### config.mk
export PLATFORM = sky130hd
export DESIGN_NAME = multicycle_cu_flat
export DESIGN_NICKNAME = d
export VERILOG_FILES = /design/src/rtl/multicycle_cu_pkg.sv /design/src/rtl/multicycle_cu_if.sv /design/src/rtl/multicycle_cu_op_classify.sv /design/src/rtl/multicycle_cu.sv /design/src/flat_wrapper.sv
export SDC_FILE = /design/constraint.sdc
export NUM_CORES = 1
export LEC_CHECK = 0
export BUFFER_PORTS_ARGS = -buffer_cell sky130_fd_sc_hd__buf_2
export CORE_MARGIN = 2
export CORE_UTILIZATION = 50
export CTS_BUF_LIST = sky130_fd_sc_hd__clkbuf_8
export DETAILED_ROUTE_END_ITERATION = 10
export PLACE_DENSITY = 0.86
export SLEW_MARGIN = 20
export SYNTH_ARGS = -nofsm -noshare
export SYNTH_HDL_FRONTEND = slang
export SYNTH_SLANG_ARGS = --single-unit
### constraint.sdc
create_clock -name clk -period 3.1 [get_ports clk]
set_input_delay 0.155 -clock clk [delete_from_list [all_inputs] [get_ports clk]]
set_output_delay 0.155 -clock clk [all_outputs]
set_load 0.05 [all_outputs]
### src/rtl/multicycle_cu_pkg.sv
// multicycle_cu_pkg: shared definitions for the multi-cycle LEGv8 control unit.
// Holds the FSM state, instruction class and fault encodings, the ALU and SEU
// operation codes, and a helper that maps an instruction class to the ALU-side
// datapath controls (SEU format, ALU B source, ALU op, register-2 source).
package multicycle_cu_pkg;

    typedef enum logic [2:0] {
        ST_FETCH, ST_DECODE, ST_EXEC, ST_MEM, ST_WB, ST_TRAP
    } state_e;

    typedef enum logic [4:0] {
        CLS_NOP, CLS_B, CLS_CBZ, CLS_CBNZ,
        CLS_ADDI, CLS_ANDI, CLS_EORI, CLS_ORRI, CLS_SUBI,
        CLS_ADD, CLS_AND, CLS_EOR, CLS_LSL, CLS_LSR, CLS_ORR, CLS_SUB,
        CLS_LDUR, CLS_STUR
    } class_e;

    typedef enum logic [1:0] {
        FAULT_NONE, FAULT_ILLEGAL, FAULT_IMEM, FAULT_DMEM
    } fault_e;

    localparam logic [2:0] ALU_ADD    = 3'b000;
    localparam logic [2:0] ALU_SUB    = 3'b001;
    localparam logic [2:0] ALU_AND    = 3'b010;
    localparam logic [2:0] ALU_ORR    = 3'b011;
    localparam logic [2:0] ALU_EOR    = 3'b100;
    localparam logic [2:0] ALU_LSL    = 3'b101;
    localparam logic [2:0] ALU_LSR    = 3'b110;
    localparam logic [2:0] ALU_PASS_B = 3'b111;

    localparam logic [1:0] SEU_B  = 2'b00;
    localparam logic [1:0] SEU_CB = 2'b01;
    localparam logic [1:0] SEU_I  = 2'b10;
    localparam logic [1:0] SEU_D  = 2'b11;

    typedef struct packed {
        logic [1:0] seu_op;
        logic       alu_src;
        logic [2:0] alu_op;
        logic       reg_2_loc;
    } alu_ctrl_t;

    // ALU-side controls for a class. B and NOP leave everything at zero.
    // LSL/LSR take the shift amount from shamt, so reg_2_loc/alu_src stay 0.
    function automatic alu_ctrl_t class_ctrl(input class_e cls);
        alu_ctrl_t c;
        c = '0;
        case (cls)
            CLS_CBZ, CLS_CBNZ: begin
                c.seu_op    = SEU_CB;
                c.alu_op    = ALU_PASS_B;
                c.reg_2_loc = 1'b1;
            end
            CLS_ADDI, CLS_SUBI, CLS_ANDI, CLS_ORRI, CLS_EORI: begin
                c.seu_op  = SEU_I;
                c.alu_src = 1'b1;
                case (cls)
                    CLS_SUBI: c.alu_op = ALU_SUB;
                    CLS_ANDI: c.alu_op = ALU_AND;
                    CLS_ORRI: c.alu_op = ALU_ORR;
                    CLS_EORI: c.alu_op = ALU_EOR;
                    default:  c.alu_op = ALU_ADD;
                endcase
            end
            CLS_ADD: c.alu_op = ALU_ADD;
            CLS_SUB: c.alu_op = ALU_SUB;
            CLS_AND: c.alu_op = ALU_AND;
            CLS_ORR: c.alu_op = ALU_ORR;
            CLS_EOR: c.alu_op = ALU_EOR;
            CLS_LSL: c.alu_op = ALU_LSL;
            CLS_LSR: c.alu_op = ALU_LSR;
            CLS_LDUR, CLS_STUR: begin
                c.seu_op    = SEU_D;
                c.alu_src   = 1'b1;
                c.alu_op    = ALU_ADD;
                c.reg_2_loc = (cls == CLS_STUR);
            end
            default: ;
        endcase
        return c;
    endfunction

endpackage

### src/rtl/multicycle_cu_if.sv
// multicycle_cu_if: bundle between the control unit and the datapath/memories.
// master: the control unit (drives strobes, mux selects, fault, retired;
//         receives op_code, zero, imem_ready, dmem_ready).
// slave:  the datapath/memory side, mirror image of master.
interface multicycle_cu_if #(
    parameter int OPCODE_W = 11,
    parameter int ALU_OP_W = 3,
    parameter int CNT_W    = 32
);
    logic [OPCODE_W-1:0] op_code;
    logic                zero;
    logic                imem_req;
    logic                imem_ready;
    logic                dmem_req;
    logic                dmem_ready;
    logic                ir_wr;
    logic                pc_wr;
    logic                pc_src;
    logic                reg_2_loc;
    logic [1:0]          seu_op;
    logic                alu_src;
    logic [ALU_OP_W-1:0] alu_op;
    logic                mem_wr;
    logic                mem_to_reg;
    logic                reg_wr;
    logic [1:0]          fault;
    logic [CNT_W-1:0]    retired;

    modport master (
        input  op_code, zero, imem_ready, dmem_ready,
        output imem_req, dmem_req, ir_wr, pc_wr, pc_src, reg_2_loc, seu_op,
               alu_src, alu_op, mem_wr, mem_to_reg, reg_wr, fault, retired
    );

    modport slave (
        output op_code, zero, imem_ready, dmem_ready,
        input  imem_req, dmem_req, ir_wr, pc_wr, pc_src, reg_2_loc, seu_op,
               alu_src, alu_op, mem_wr, mem_to_reg, reg_wr, fault, retired
    );
endinterface

### src/rtl/multicycle_cu_op_classify.sv
// multicycle_cu_op_classify: combinational LEGv8 opcode decoder.
// Ports: op_code (in)  - IR opcode field instr[31:21]
//        cls     (out) - instruction class (CLS_NOP when illegal)
//        illegal (out) - no supported encoding matched
module multicycle_cu_op_classify
    import multicycle_cu_pkg::*;
#(
    parameter int OPCODE_W = 11
) (
    input  logic [OPCODE_W-1:0] op_code,
    output class_e              cls,
    output logic                illegal
);
    always_comb begin
        cls     = CLS_NOP;
        illegal = 1'b0;
        casez (op_code)
            11'b000101?????: cls = CLS_B;
            11'b10110100???: cls = CLS_CBZ;
            11'b10110101???: cls = CLS_CBNZ;
            11'b1001000100?: cls = CLS_ADDI;
            11'b1001001000?: cls = CLS_ANDI;
            11'b1101001000?: cls = CLS_EORI;
            11'b1011001000?: cls = CLS_ORRI;
            11'b1101000100?: cls = CLS_SUBI;
            11'b10001011000: cls = CLS_ADD;
            11'b10001010000: cls = CLS_AND;
            11'b11001010000: cls = CLS_EOR;
            11'b11010011011: cls = CLS_LSL;
            11'b11010011010: cls = CLS_LSR;
            11'b10101010000: cls = CLS_ORR;
            11'b11001011000: cls = CLS_SUB;
            11'b11111000010: cls = CLS_LDUR;
            11'b11111000000: cls = CLS_STUR;
            default:         illegal = 1'b1;
        endcase
    end
endmodule

### src/rtl/multicycle_cu.sv
// multicycle_cu: multi-cycle LEGv8 control unit.
// Sequences FETCH/DECODE/EXEC/MEM/WB, drives datapath enables and mux selects,
// handshakes with imem/dmem (req/ready with MEM_TIMEOUT wait limit), counts
// retired instructions and traps stickily on illegal opcode or memory timeout.
// Ports: clk, reset (sync, active-high); bus (multicycle_cu_if.master) carrying
// op_code/zero/ready inputs and all control, fault and retired outputs.
module multicycle_cu
    import multicycle_cu_pkg::*;
#(
    parameter int OPCODE_W    = 11,
    parameter int ALU_OP_W    = 3,
    parameter int MEM_TIMEOUT = 16,
    parameter int CNT_W       = 32
) (
    input  logic           clk,
    input  logic           reset,
    multicycle_cu_if.master bus
);
    localparam int WAIT_W = $clog2(MEM_TIMEOUT + 1);
    localparam logic [WAIT_W-1:0] WAIT_LAST = WAIT_W'(MEM_TIMEOUT - 1);

    state_e            state_q, state_d;
    class_e            class_q, class_d;
    fault_e            fault_q, fault_d;
    logic [WAIT_W-1:0] wait_q, wait_d;
    logic [CNT_W-1:0]  retired_q, retired_d;

    class_e    dec_cls;
    logic      dec_illegal;
    alu_ctrl_t ctrl;
    logic      imem_req, dmem_req, ir_wr, pc_wr, pc_src, mem_wr, mem_to_reg, reg_wr;

    multicycle_cu_op_classify #(.OPCODE_W(OPCODE_W)) u_classify (
        .op_code (bus.op_code),
        .cls     (dec_cls),
        .illegal (dec_illegal)
    );

    always_comb begin
        state_d    = state_q;
        class_d    = class_q;
        fault_d    = fault_q;
        wait_d     = wait_q;
        retired_d  = retired_q;
        ctrl       = '0;
        imem_req   = 1'b0;
        dmem_req   = 1'b0;
        ir_wr      = 1'b0;
        pc_wr      = 1'b0;
        pc_src     = 1'b0;
        mem_wr     = 1'b0;
        mem_to_reg = 1'b0;
        reg_wr     = 1'b0;

        case (state_q)
            ST_FETCH: begin
                imem_req = 1'b1;
                if (bus.imem_ready) begin
                    ir_wr   = 1'b1;
                    state_d = ST_DECODE;
                end else if (wait_q == WAIT_LAST) begin
                    state_d = ST_TRAP;
                    fault_d = FAULT_IMEM;
                end else begin
                    wait_d = wait_q + WAIT_W'(1);
                end
            end
            ST_DECODE: begin
                if (dec_illegal) begin
                    state_d = ST_TRAP;
                    fault_d = FAULT_ILLEGAL;
                end else begin
                    class_d = dec_cls;
                    state_d = ST_EXEC;
                end
            end
            ST_EXEC: begin
                ctrl = class_ctrl(class_q);
                case (class_q)
                    CLS_B: begin
                        pc_wr   = 1'b1;
                        pc_src  = 1'b1;
                        state_d = ST_FETCH;
                    end
                    // Branch decision is the only combinational path from zero.
                    CLS_CBZ, CLS_CBNZ: begin
                        pc_wr   = 1'b1;
                        pc_src  = (class_q == CLS_CBZ) ? bus.zero : ~bus.zero;
                        state_d = ST_FETCH;
                    end
                    CLS_LDUR, CLS_STUR: state_d = ST_MEM;
                    default:            state_d = ST_WB;
                endcase
            end
            ST_MEM: begin
                ctrl     = class_ctrl(class_q);
                dmem_req = 1'b1;
                mem_wr   = (class_q == CLS_STUR);
                if (bus.dmem_ready) begin
                    if (class_q == CLS_STUR) begin
                        pc_wr   = 1'b1;
                        state_d = ST_FETCH;
                    end else begin
                        state_d = ST_WB;
                    end
                end else if (wait_q == WAIT_LAST) begin
                    state_d = ST_TRAP;
                    fault_d = FAULT_DMEM;
                end else begin
                    wait_d = wait_q + WAIT_W'(1);
                end
            end
            ST_WB: begin
                // ALU controls stay valid so a combinational ALU result can be written.
                ctrl       = class_ctrl(class_q);
                reg_wr     = 1'b1;
                mem_to_reg = (class_q == CLS_LDUR);
                pc_wr      = 1'b1;
                state_d    = ST_FETCH;
            end
            ST_TRAP: ;
            default: state_d = ST_FETCH;
        endcase

        // Every state change (including the one taken on ready) restarts the wait count.
        if (state_d != state_q) begin
            wait_d = '0;
        end

        // Reset outranks the state decode so an aborted instruction issues nothing.
        if (reset) begin
            ctrl       = '0;
            imem_req   = 1'b0;
            dmem_req   = 1'b0;
            ir_wr      = 1'b0;
            pc_wr      = 1'b0;
            pc_src     = 1'b0;
            mem_wr     = 1'b0;
            mem_to_reg = 1'b0;
            reg_wr     = 1'b0;
        end

        if (pc_wr) begin
            retired_d = retired_q + CNT_W'(1);
        end
    end

    always_ff @(posedge clk) begin
        if (reset) begin
            state_q   <= ST_FETCH;
            class_q   <= CLS_NOP;
            fault_q   <= FAULT_NONE;
            wait_q    <= '0;
            retired_q <= '0;
        end else begin
            state_q   <= state_d;
            class_q   <= class_d;
            fault_q   <= fault_d;
            wait_q    <= wait_d;
            retired_q <= retired_d;
        end
    end

    assign bus.imem_req   = imem_req;
    assign bus.dmem_req   = dmem_req;
    assign bus.ir_wr      = ir_wr;
    assign bus.pc_wr      = pc_wr;
    assign bus.pc_src     = pc_src;
    assign bus.reg_2_loc  = ctrl.reg_2_loc;
    assign bus.seu_op     = ctrl.seu_op;
    assign bus.alu_src    = ctrl.alu_src;
    assign bus.alu_op     = ALU_OP_W'(ctrl.alu_op);
    assign bus.mem_wr     = mem_wr;
    assign bus.mem_to_reg = mem_to_reg;
    assign bus.reg_wr     = reg_wr;
    assign bus.fault      = fault_q;
    assign bus.retired    = retired_q;

endmodule
### src/flat_wrapper.sv
// flat-port wrapper written by rule: the top's interface ports become plain ports
module multicycle_cu_flat import multicycle_cu_pkg::*;
#(
    parameter int OPCODE_W    = 11,
    parameter int ALU_OP_W    = 3,
    parameter int MEM_TIMEOUT = 16,
    parameter int CNT_W       = 32
)
  (clk, reset, bus_op_code, bus_zero, bus_imem_ready, bus_dmem_ready, bus_imem_req, bus_dmem_req, bus_ir_wr, bus_pc_wr, bus_pc_src, bus_reg_2_loc, bus_seu_op, bus_alu_src, bus_alu_op, bus_mem_wr, bus_mem_to_reg, bus_reg_wr, bus_fault, bus_retired);
  multicycle_cu_if #(.OPCODE_W(OPCODE_W), .ALU_OP_W(ALU_OP_W), .CNT_W(CNT_W)) bus_i ();
  input  logic clk;
  input  logic reset;
  input wire logic [$bits(bus_i.op_code)-1:0] bus_op_code;
  input wire logic [$bits(bus_i.zero)-1:0] bus_zero;
  input wire logic [$bits(bus_i.imem_ready)-1:0] bus_imem_ready;
  input wire logic [$bits(bus_i.dmem_ready)-1:0] bus_dmem_ready;
  output wire logic [$bits(bus_i.imem_req)-1:0] bus_imem_req;
  output wire logic [$bits(bus_i.dmem_req)-1:0] bus_dmem_req;
  output wire logic [$bits(bus_i.ir_wr)-1:0] bus_ir_wr;
  output wire logic [$bits(bus_i.pc_wr)-1:0] bus_pc_wr;
  output wire logic [$bits(bus_i.pc_src)-1:0] bus_pc_src;
  output wire logic [$bits(bus_i.reg_2_loc)-1:0] bus_reg_2_loc;
  output wire logic [$bits(bus_i.seu_op)-1:0] bus_seu_op;
  output wire logic [$bits(bus_i.alu_src)-1:0] bus_alu_src;
  output wire logic [$bits(bus_i.alu_op)-1:0] bus_alu_op;
  output wire logic [$bits(bus_i.mem_wr)-1:0] bus_mem_wr;
  output wire logic [$bits(bus_i.mem_to_reg)-1:0] bus_mem_to_reg;
  output wire logic [$bits(bus_i.reg_wr)-1:0] bus_reg_wr;
  output wire logic [$bits(bus_i.fault)-1:0] bus_fault;
  output wire logic [$bits(bus_i.retired)-1:0] bus_retired;
  assign bus_i.op_code = bus_op_code;
  assign bus_i.zero = bus_zero;
  assign bus_i.imem_ready = bus_imem_ready;
  assign bus_i.dmem_ready = bus_dmem_ready;
  assign bus_imem_req = bus_i.imem_req;
  assign bus_dmem_req = bus_i.dmem_req;
  assign bus_ir_wr = bus_i.ir_wr;
  assign bus_pc_wr = bus_i.pc_wr;
  assign bus_pc_src = bus_i.pc_src;
  assign bus_reg_2_loc = bus_i.reg_2_loc;
  assign bus_seu_op = bus_i.seu_op;
  assign bus_alu_src = bus_i.alu_src;
  assign bus_alu_op = bus_i.alu_op;
  assign bus_mem_wr = bus_i.mem_wr;
  assign bus_mem_to_reg = bus_i.mem_to_reg;
  assign bus_reg_wr = bus_i.reg_wr;
  assign bus_fault = bus_i.fault;
  assign bus_retired = bus_i.retired;
  multicycle_cu #(.OPCODE_W(OPCODE_W), .ALU_OP_W(ALU_OP_W), .MEM_TIMEOUT(MEM_TIMEOUT), .CNT_W(CNT_W)) u_core (.clk(clk), .reset(reset), .bus(bus_i));
endmodule
==> results of run 1 <==
==> stage by stage <==
stage / cell area [sq um] / setup slack, ns / cells / total power [uW]
after floorplan: 2890 / 0.174 / 356 / 899
after global placement: 3220 / 0.651 / 473 / 952
after detailed placement: 3220 / 0.493 / 473 / 962
after CTS: 3330 / 0.423 / 481 / 1420
after global routing: 3330 / 0.182 / 481 / 1480
final: 3330 / 0.407 / 481 / 1410
==> sequential cells by signal, indices dropped and copies added, names as in the netlist <==
register and count:
u_core.bus.fault 2, u_core.wait_q 5, u_core.bus.retired 32, u_core.state_q 3, u_core.class_q 5
==> final cells by class <==
type,instances,share of cell area
multi-input combinational,278,0.544
sequential,47,0.282
timing repair buffer,66,0.101
tap,72,0.0270
clock buffer,5,0.0206
clock inverter,3,0.0139
inverter,10,0.0113
==> logic make-up after synthesis <==
group	share of synthesized area
flops	0.326
xor+xnor	0.109
buf+inv	0.0477
mux	0.0143
simple gates	0.339
compound gates	0.151
fa+ha+maj	0.0130
==> cells in the mapped netlist, types with 2 or more instances <==
library cell and n:
nor3_1 10, nor3b_1 2, nand3_1 10, or3_1 4, nor4_1 8, ha_1 3
o21bai_1 2, o32ai_1 3, xor2_1 16, a31oi_1 7, clkbuf_1 13, o21ai_0 5
xnor2_1 20, or4_1 4, nor2b_1 5, o32a_1 2, a211oi_1 4, inv_1 10
nand4bb_1 2, nor3_2 7, nor2_1 64, o22ai_1 2, dfxtp_1 47, buf_6 2
buf_2 5, a21oi_1 12, o21a_1 3, nand2_1 23, nand2b_1 8, nand4_1 11
and2_1 2, o211a_1 2, and4_1 5, and3_1 4, mux2i_1 3
==> report_power, final <==
part           switching [uW]  internal (uW)  leakage, uW
combinational             182           97.1     0.000812
clock                     220            243    0.0000548
sequential               46.2            623     0.000379
==> worst register-to-register path: stages (launching register included) <==
cell      delay [ns]
dfxtp_1         0.60
nor3b_1         0.42
o21bai_1        0.34
a2111o_1        0.62
nor4b_2         0.33
xnor2_1         0.16
nor2_1          0.05
==> layer usage <==
layer  share of wire  vias to the layer above  wire length, um  GRT usage
met3           0.052                       14              346     0.0385
li1                -                     1380                -          -
met2            0.50                       84             3300      0.358
met4           0.015                        0               98     0.0695
met5               0                        -                0          0
met1            0.43                     1258             2880      0.270
==> final timing paths <==
| check | startpoint | to | depth (start not counted) |
|---|---|---|---|
| setup / recovery | u_core.state_q[2] | bus_pc_wr | 4 |
| hold / removal | bus_dmem_ready | u_core.state_q[0] | 4 |
| setup reg to reg | u_core.state_q[2] | u_core.bus.retired[30] | 6 |
| hold reg to reg | u_core.bus.fault[0] | u_core.bus.fault[0] | 1 |
==> summary.md, run 1 <==
| Metric | Value |
|---|---|
| Post-DR wirelength/cell | 13.8 um |
| EDFF count, synth | 0 |
| H-tree depth | 2 |
| Post-Syn Area | 2890 sq um |
| Delay-heaviest family, CP | compound AO/OA/AOI/OAI gates |
| Register clock-pin slew on the reported worst setup and hold paths | 0.09 ns |
| Largest net degree at the start of global routing | 51 |
| Total grt overflow | 0 |
| Ratio of cells with drive above 1 in the final layout | 0.222 |
| Die area | 6400 sq um |
| CP startpoint kind | register |
| Worst Hold Margin | 0.282 ns |
| Period utilisation layout | 0.869 |
| Die width | 80.0 um |
| Initial antenna violation count | 0 |
| Clock latency on the worst-skew pair | 0.30 ns |
| Seq cells post-synth | 47 |
| Rows | 27 |
| DRC viols | 0 |
| CTS max path bufs | 2 |
| Leak Pwr | 0.00125 uW |
| Antenna Violating Nets Remaining | 0 |
| DR vias | 2,736 |
| Worst path required time | 2.94 ns |
| CP arrival | 2.54 ns |
| Final Skew | 0.00557 ns |
| Cells along the critical path | nor3b_1, o21bai_1, a21oi_1, buf_2 |
| Status | finished clean |
| Root Driver | clkbuf_8 |
| Final wirelength | 6.62 mm |
| Worst slew pin tran | 0.831 ns |
| Die height | 80.0 um |
| CTS tree | done |
| Max cap viols | 0 |
| Unrepaired setup endpoints after global routing | false |
| Syn Inst Count | 356 |
| Final hold viol count | 0 |
| Fillers | 520 |
| Number of global-route vias before repair | 2,504 |
| Worst path max stage delay | 0.60 ns |
| Area leader, netlist | dfxtp_1 |
| Initial drt markers | 127 |
| Pwr/cell area | 424 nW/um^2 |
| First-pass GRT wire length | 11.1 mm |
| Syn_area_per_cell | 8.11 sq um |
| Drt pass-1 iters | 4 |
| Seq/Total Area, Yosys | 0.326 |
| Worst R2R Setup Slack | 0.46 ns |
| Crit path max fanout | 14 |
| Storage cell area | 941 sq um |
| Setup Viol. Count Final | 0 |
| Setup Total Neg Slack | 0 ns |
| Top FF cell, synth | dfxtp_1 |
| Fin nets | 427 |
| Placer Congestion | 0.864 |
| Buf/Inv on CP | 1 |
| Total track usage | 0.211 |
| Hold Buf Count CTS | 0 |
| HPWL after DPL | 4.83 mm |
| CP Capture Type | output port |
| Top cell type's share of synthesized area | 0.326 |
| Synth area leaders | dfxtp_1 33%, nor2_1 8.3%, xnor2_1 6.1% |
| DR vias/cell | 5.69 |
| Worst hold path type | input port to register |
| Synth cell types | 61 |
| Clock sinks | 47 |
| Total CTS buffers | 5 |
| Final Critical Period | 2.69 ns |
| Critical path class | register to output port |
| I/O Pins | 65 |
| Final core utilization | 0.602 |
| Initial Utilization | 0.521 |
| Syn Nets | 375 |
| Most frequent cells in the layout | 64 x nor2_1, 64 x buf_2, 47 x dfxtp_1 |
| Fmax | 371 MHz |
| Total core area | 5540 sq um |
| Final Max Tran Viols | 0 |
| Critical Path Slowest Stage Cell | dfxtp_1 |
| Diode count | 0 |
| Synthesis Warnings | 0 |
| Synth-to-layout area growth | 15.5% |
| IO Port Bufs | 64 |
| # Post-CTS Setup Buffers | 0 |
| Slew Limit Headroom | 0.445 |
| Cts repair resizes | 0 |
| Async S/R FF share, synth | 0 |
| Max IR drop VDD | 0.281 mV |
| Multi-input combinational cell area | 1810 sq um |
Note: power is estimated with default switching activity, not from simulation.
==> inputs of run 2 (changes only) <==
==> constraint.sdc (replaced) <==
create_clock -name clk -period 3.1 [get_ports clk]
set_input_delay 0 -clock clk [delete_from_list [all_inputs] [get_ports clk]]
set_output_delay 0 -clock clk [all_outputs]
set_load 0.05 [all_outputs]
==> run 2 against run 1 <==
Sequential cell count did not move. Register-to-register slack worse by 0.02 ns. Via count is 0.62% higher. Combinational power barely moved. Cell count down 0.21%. Largest cell class unchanged.
==> summary.md, run 2 (synthesis results as in run 1) <==
| Metric | Value |
|---|---|
| # Post-CTS Setup Buffers | 0 |
| Diode count | 0 |
| Cts repair resizes | 0 |
| Total track usage | 0.216 |
| Final Max Tran Viols | 0 |
| Drt pass-1 iters | 4 |
| Fillers | 502 |
| Critical path class | register to register |
| Register clock-pin slew on the reported worst setup and hold paths | 0.09 ns |
| Ratio of cells with drive above 1 in the final layout | 0.221 |
| Initial Utilization | 0.521 |
| Fin nets | 427 |
| Worst Hold Margin | 0.127 ns |
| I/O Pins | 65 |
| HPWL after DPL | 4.84 mm |
| DRC viols | 0 |
| Worst path required time | 3.29 ns |
| Place WS | 0.504 ns |
| CTS max path bufs | 2 |
| Synth-to-layout area growth | 14.3% |
| Cells along the critical path | nor3b_1, o21bai_1, a2111o_1, nor4_1, xnor2_1, nor2_1 |
| H-tree depth | 2 |
| Inst Count DP | 473 |
| Net load switching power | 441 uW |
| Most frequent cells in the layout | 64 x nor2_1, 64 x buf_2, 47 x dfxtp_1 |
| Die width | 80.0 um |
| CP arrival | 2.85 ns |
| Tot Pwr | 1320 uW |
| Status | finished clean |
| Met3 wire len | 360 um |
| Worst slew pin tran | 0.885 ns |
| Total grt overflow | 0 |
| Comb pwr share | 0.213 |
| CP startpoint kind | register |
| Placer Congestion | 0.863 |
| Max cap viols | 0 |
| DR vias | 2,753 |
| Initial antenna violation count | 0 |
| Final Skew | 0.00519 ns |
| Setup Total Neg Slack | 0 ns |
| Worst hold path type | input port to register |
| Period utilisation layout | 0.859 |
| CTS tree | done |
| DR top layer | met4 |
| Clock latency on the worst-skew pair | 0.31 ns |
| Initial drt markers | 129 |
| Slew Limit Headroom | 0.409 |
| Total core area | 5540 sq um |
| Internal | 875 uW |
| Rows | 27 |
| IO Port Bufs | 64 |
| Post-DR wirelength/cell | 13.9 um |
| Net Sw Frac | 0.335 |
| DRT met1 WL | 2.88 mm |
| Final hold viol count | 0 |
| Antenna Violating Nets Remaining | 0 |
| Setup Viol. Count Final | 0 |
| Die height | 80.0 um |
| WL met2 | 3.37 mm |
| Largest register FFs | 32 |
| Root Driver | clkbuf_8 |
| Non-filler cells in the finished layout | 480 |
| Worst path max stage delay | 0.62 ns |
| Max IR drop VDD | 0.235 mV |
| Clock sinks | 47 |
| Number of global-route vias before repair | 2,470 |
| CP Capture Type | register |
| Pwr/cell area | 399 nW/um^2 |
| Leak Pwr | 0.00124 uW |
| Critical Path Slowest Stage Cell | a2111o_1 |
| Total CTS buffers | 5 |
| DR vias/cell | 5.74 |
| Fmax | 376 MHz |
| Unrepaired setup endpoints after global routing | false |
| First-pass GRT wire length | 11.1 mm |
| Largest net degree at the start of global routing | 51 |
| Final Critical Period | 2.66 ns |
| Hold Buf Count CTS | 0 |
| Setup WS post-layout | 0.437 ns |
| Crit path max fanout | 14 |
| Clk pwr share | 0.279 |
| Sequential power share | 0.509 |
| Die area | 6400 sq um |
| Final wirelength | 6.67 mm |
run 2: cell count changes in the layout (fill, tap and decap cells not counted), sizes merged:
cell,previous run,this run
clkinvlp,1,0
inv,11,10
clkinv,0,2
bufinv,1,0
run 2: per-stage QoR:
stage                     utilization  instance area, sq um
after floorplan                     -                  2890
final                           0.596                  3300
after CTS                       0.596                  3300
after detailed placement        0.581                  3220
after global placement          0.581                  3220
after global routing            0.596                  3300
run 2: final timing paths:
check | depth (start not counted) | from | endpoint | slack, ns
min reg2reg | 1 | u_core.bus.fault[0] | u_core.bus.fault[0] | 0.47
max reg2reg | 6 | u_core.state_q[2] | u_core.bus.retired[22] | 0.44
max | 6 | u_core.state_q[2] | u_core.bus.retired[22] | 0.44
min | 4 | bus_dmem_ready | u_core.state_q[0] | 0.13
run 2: cell type report:
type                       count  area (sq um)  share of cell area
clock buffer                   5          68.8              0.0208
timing repair buffer          66           335               0.102
multi-input combinational    278          1810               0.550
sequential                    47           941               0.285
clock inverter                 2          13.8             0.00417
inverter                      10          37.5              0.0114
tap                           72          90.1              0.0273
run 2: per-layer routing:
| metal | track usage | vias to the layer above |
|---|---|---|
| met4 | 0.0559 | 0 |
| met1 | 0.269 | 1293 |
| met5 | 0 | - |
| met2 | 0.373 | 81 |
| met3 | 0.0498 | 4 |
| li1 | - | 1375 |
run 2: worst max-delay path: cells and delay by family, from the launching register on:
family	cells	cell delay (ns)
compound gates	2	0.98
simple gates	3	0.81
flops	1	0.58
xor+xnor	1	0.17
run 2: power groups by stage:
stage                     combinational (uW)  clock [uW]  sequential, uW
after global routing                     306         409             677
final                                    280         367             669
after detailed placement                 278           0             683
after CTS                                280         375             669
after global placement                   271           0             681
after floorplan                          231           0             669
==> inputs of run 3 (changes only) <==
PLACE_DENSITY = 0.75   (was 0.86)
==> run 3 against run 2 <==
Clock skew is 0.0075 ns higher. Cell count up 0.42%. Clock power rose by 28%. Sequential power fell by 2%. Combinational power is 7.5% higher. Die area is the same. First-iteration DRC count increased by 37%. Utilization increased by 0.77 points. Power is 8.6% higher. Critical endpoint is now u_core.bus.retired[20].
==> summary.md, run 3 (synthesis results as in run 1) <==
| Metric | Value |
|---|---|
| Largest register FFs | 32 |
| Period utilisation layout | 0.819 |
| Pwr/cell area | 427 nW/um^2 |
| CP arrival | 2.71 ns |
| Final core utilization | 0.603 |
| DRC viols | 0 |
| CTS tree | done |
| Buf/Inv on CP | 0 |
| CP startpoint kind | register |
| Total track usage | 0.217 |
| Max cap viols | 0 |
| Synth-to-layout area growth | 15.8% |
| Largest net degree at the start of global routing | 51 |
| Worst Reg-to-Reg Cells | 6 |
| H-tree depth | 2 |
| Rows | 27 |
| Ratio of cells with drive above 1 in the final layout | 0.224 |
| Die height | 80.0 um |
| Setup Viol. Count Final | 0 |
| Worst R2R Setup Slack | 0.56 ns |
| DR vias | 2,738 |
| Delay-heaviest family, CP | compound AO/OA/AOI/OAI gates |
| Reg-to-Reg End | u_core.bus.retired[20] |
| Crit path max fanout | 16 |
| Most frequent cells in the layout | 64 x nor2_1, 64 x buf_2, 47 x dfxtp_1 |
| Worst path max stage delay | 0.75 ns |
| Post-DR wirelength/cell | 14.0 um |
| Initial drt markers | 177 |
| CP Capture Type | register |
| I/O Pins | 65 |
| Max IR drop VDD | 0.264 mV |
| Die width | 80.0 um |
| CTS max path bufs | 2 |
| Status | finished clean |
| Fillers | 535 |
| Clock latency on the worst-skew pair | 0.31 ns |
| Worst Hold Margin | 0.126 ns |
| Hold path endpoint | u_core.state_q[0] |
| Fin nets | 428 |
| Hold Crit Start | bus_dmem_ready |
| Root Driver | clkbuf_8 |
| Tot Pwr | 1430 uW |
| Cells along the critical path | nor3b_1, o21bai_1, a2111o_1, nor3_2, xnor2_1, nor2_1 |
| Worst hold path type | input port to register |
| Placer Congestion | 0.891 |
| HPWL after DPL | 4.87 mm |
| Setup Total Neg Slack | 0 ns |
| Final wirelength | 6.76 mm |
| First-pass GRT wire length | 11.2 mm |
| IO Port Bufs | 64 |
| Clock sinks | 47 |
| Slew Limit Headroom | 0.390 |
| Antenna Violating Nets Remaining | 0 |
| Worst slew pin tran | 0.914 ns |
| Drt pass-1 iters | 4 |
| # Post-CTS Setup Buffers | 0 |
| Die area | 6400 sq um |
| Cts repair resizes | 0 |
| Unrepaired setup endpoints after global routing | false |
| Worst Setup SP | u_core.state_q[0] |
| Critical Path Slowest Stage Cell | o21bai_1 |
| Hold path depth | 4 |
| Worst path required time | 3.27 ns |
| Final Critical Period | 2.54 ns |
| Fmax | 394 MHz |
| Initial antenna violation count | 0 |
| Total CTS buffers | 5 |
| Hold Buf Count CTS | 0 |
| Register clock-pin slew on the reported worst setup and hold paths | 0.09 ns |
| Final hold viol count | 0 |
| Total core area | 5540 sq um |
| Final Max Tran Viols | 0 |
| Leak Pwr | 0.00126 uW |
| DR vias/cell | 5.68 |
| Critical path class | register to register |
| Final Skew | 0.0127 ns |
| Initial Utilization | 0.521 |
| Total grt overflow | 0 |
| Critical R2R Launch | u_core.state_q[0] |
| Number of global-route vias before repair | 2,456 |
| Diode count | 0 |
==> run 3: cell count changes in the layout (fill, tap and decap cells not counted), sizes merged <==
cell and delta:
buf +1, clkbuf +1, clkinv -1, bufinv +1
==> run 3: per-layer routing <==
layer  vias to the layer above  wire, um  track usage
met3                         8       379       0.0373
li1                       1384         -            -
met5                         -         0            0
met2                        66      3130        0.353
met4                         0        73       0.0627
met1                      1280      3180        0.292
==> run 3: metrics by stage <==
step | std cells | setup WS, ns | area, sq um
finish | 482 | 0.561 | 3340
global route | 482 | 0.348 | 3340
CTS | 482 | 0.587 | 3340
detailed placement | 474 | 0.580 | 3230
global placement | 474 | 0.666 | 3230
floorplan | 356 | 0.329 | 2890
==> run 3: where the power goes <==
group          total, uW  switching [uW]  leakage [uW]  internal, uW
clock network        471             210     0.0000612           261
logic                301             199      0.000817           102
registers            658            34.5      0.000379           623
==> run 3: worst max path at each step <==
stage | endpoint | slack [ns] | depth (start not counted)
floorplan | bus_reg_2_loc | 0.33 | 4
global placement | u_core.bus.retired[22] | 0.67 | 6
detailed placement | u_core.bus.retired[12] | 0.58 | 6
CTS | u_core.bus.retired[22] | 0.59 | 6
global route | u_core.bus.retired[22] | 0.35 | 6
finish | u_core.bus.retired[20] | 0.56 | 6
==> run 3: worst min-delay path: cells and delay by family <==
family          cells  cell delay, ns
simple gates        1            0.08
compound gates      2            0.17
buf+inv             1            0.13
==> run 3: layout make-up <==
| type | instances | area, sq um | area share |
|---|---|---|---|
| Multi-Input combinational cell | 278 | 1810 | 0.543 |
| Sequential cell | 47 | 941 | 0.281 |
| Timing Repair Buffer | 67 | 343 | 0.103 |
| Tap cell | 72 | 90.1 | 0.0269 |
| Clock buffer | 6 | 82.6 | 0.0247 |
| Inverter | 10 | 37.5 | 0.0112 |
| Clock inverter | 2 | 35.0 | 0.0105 |
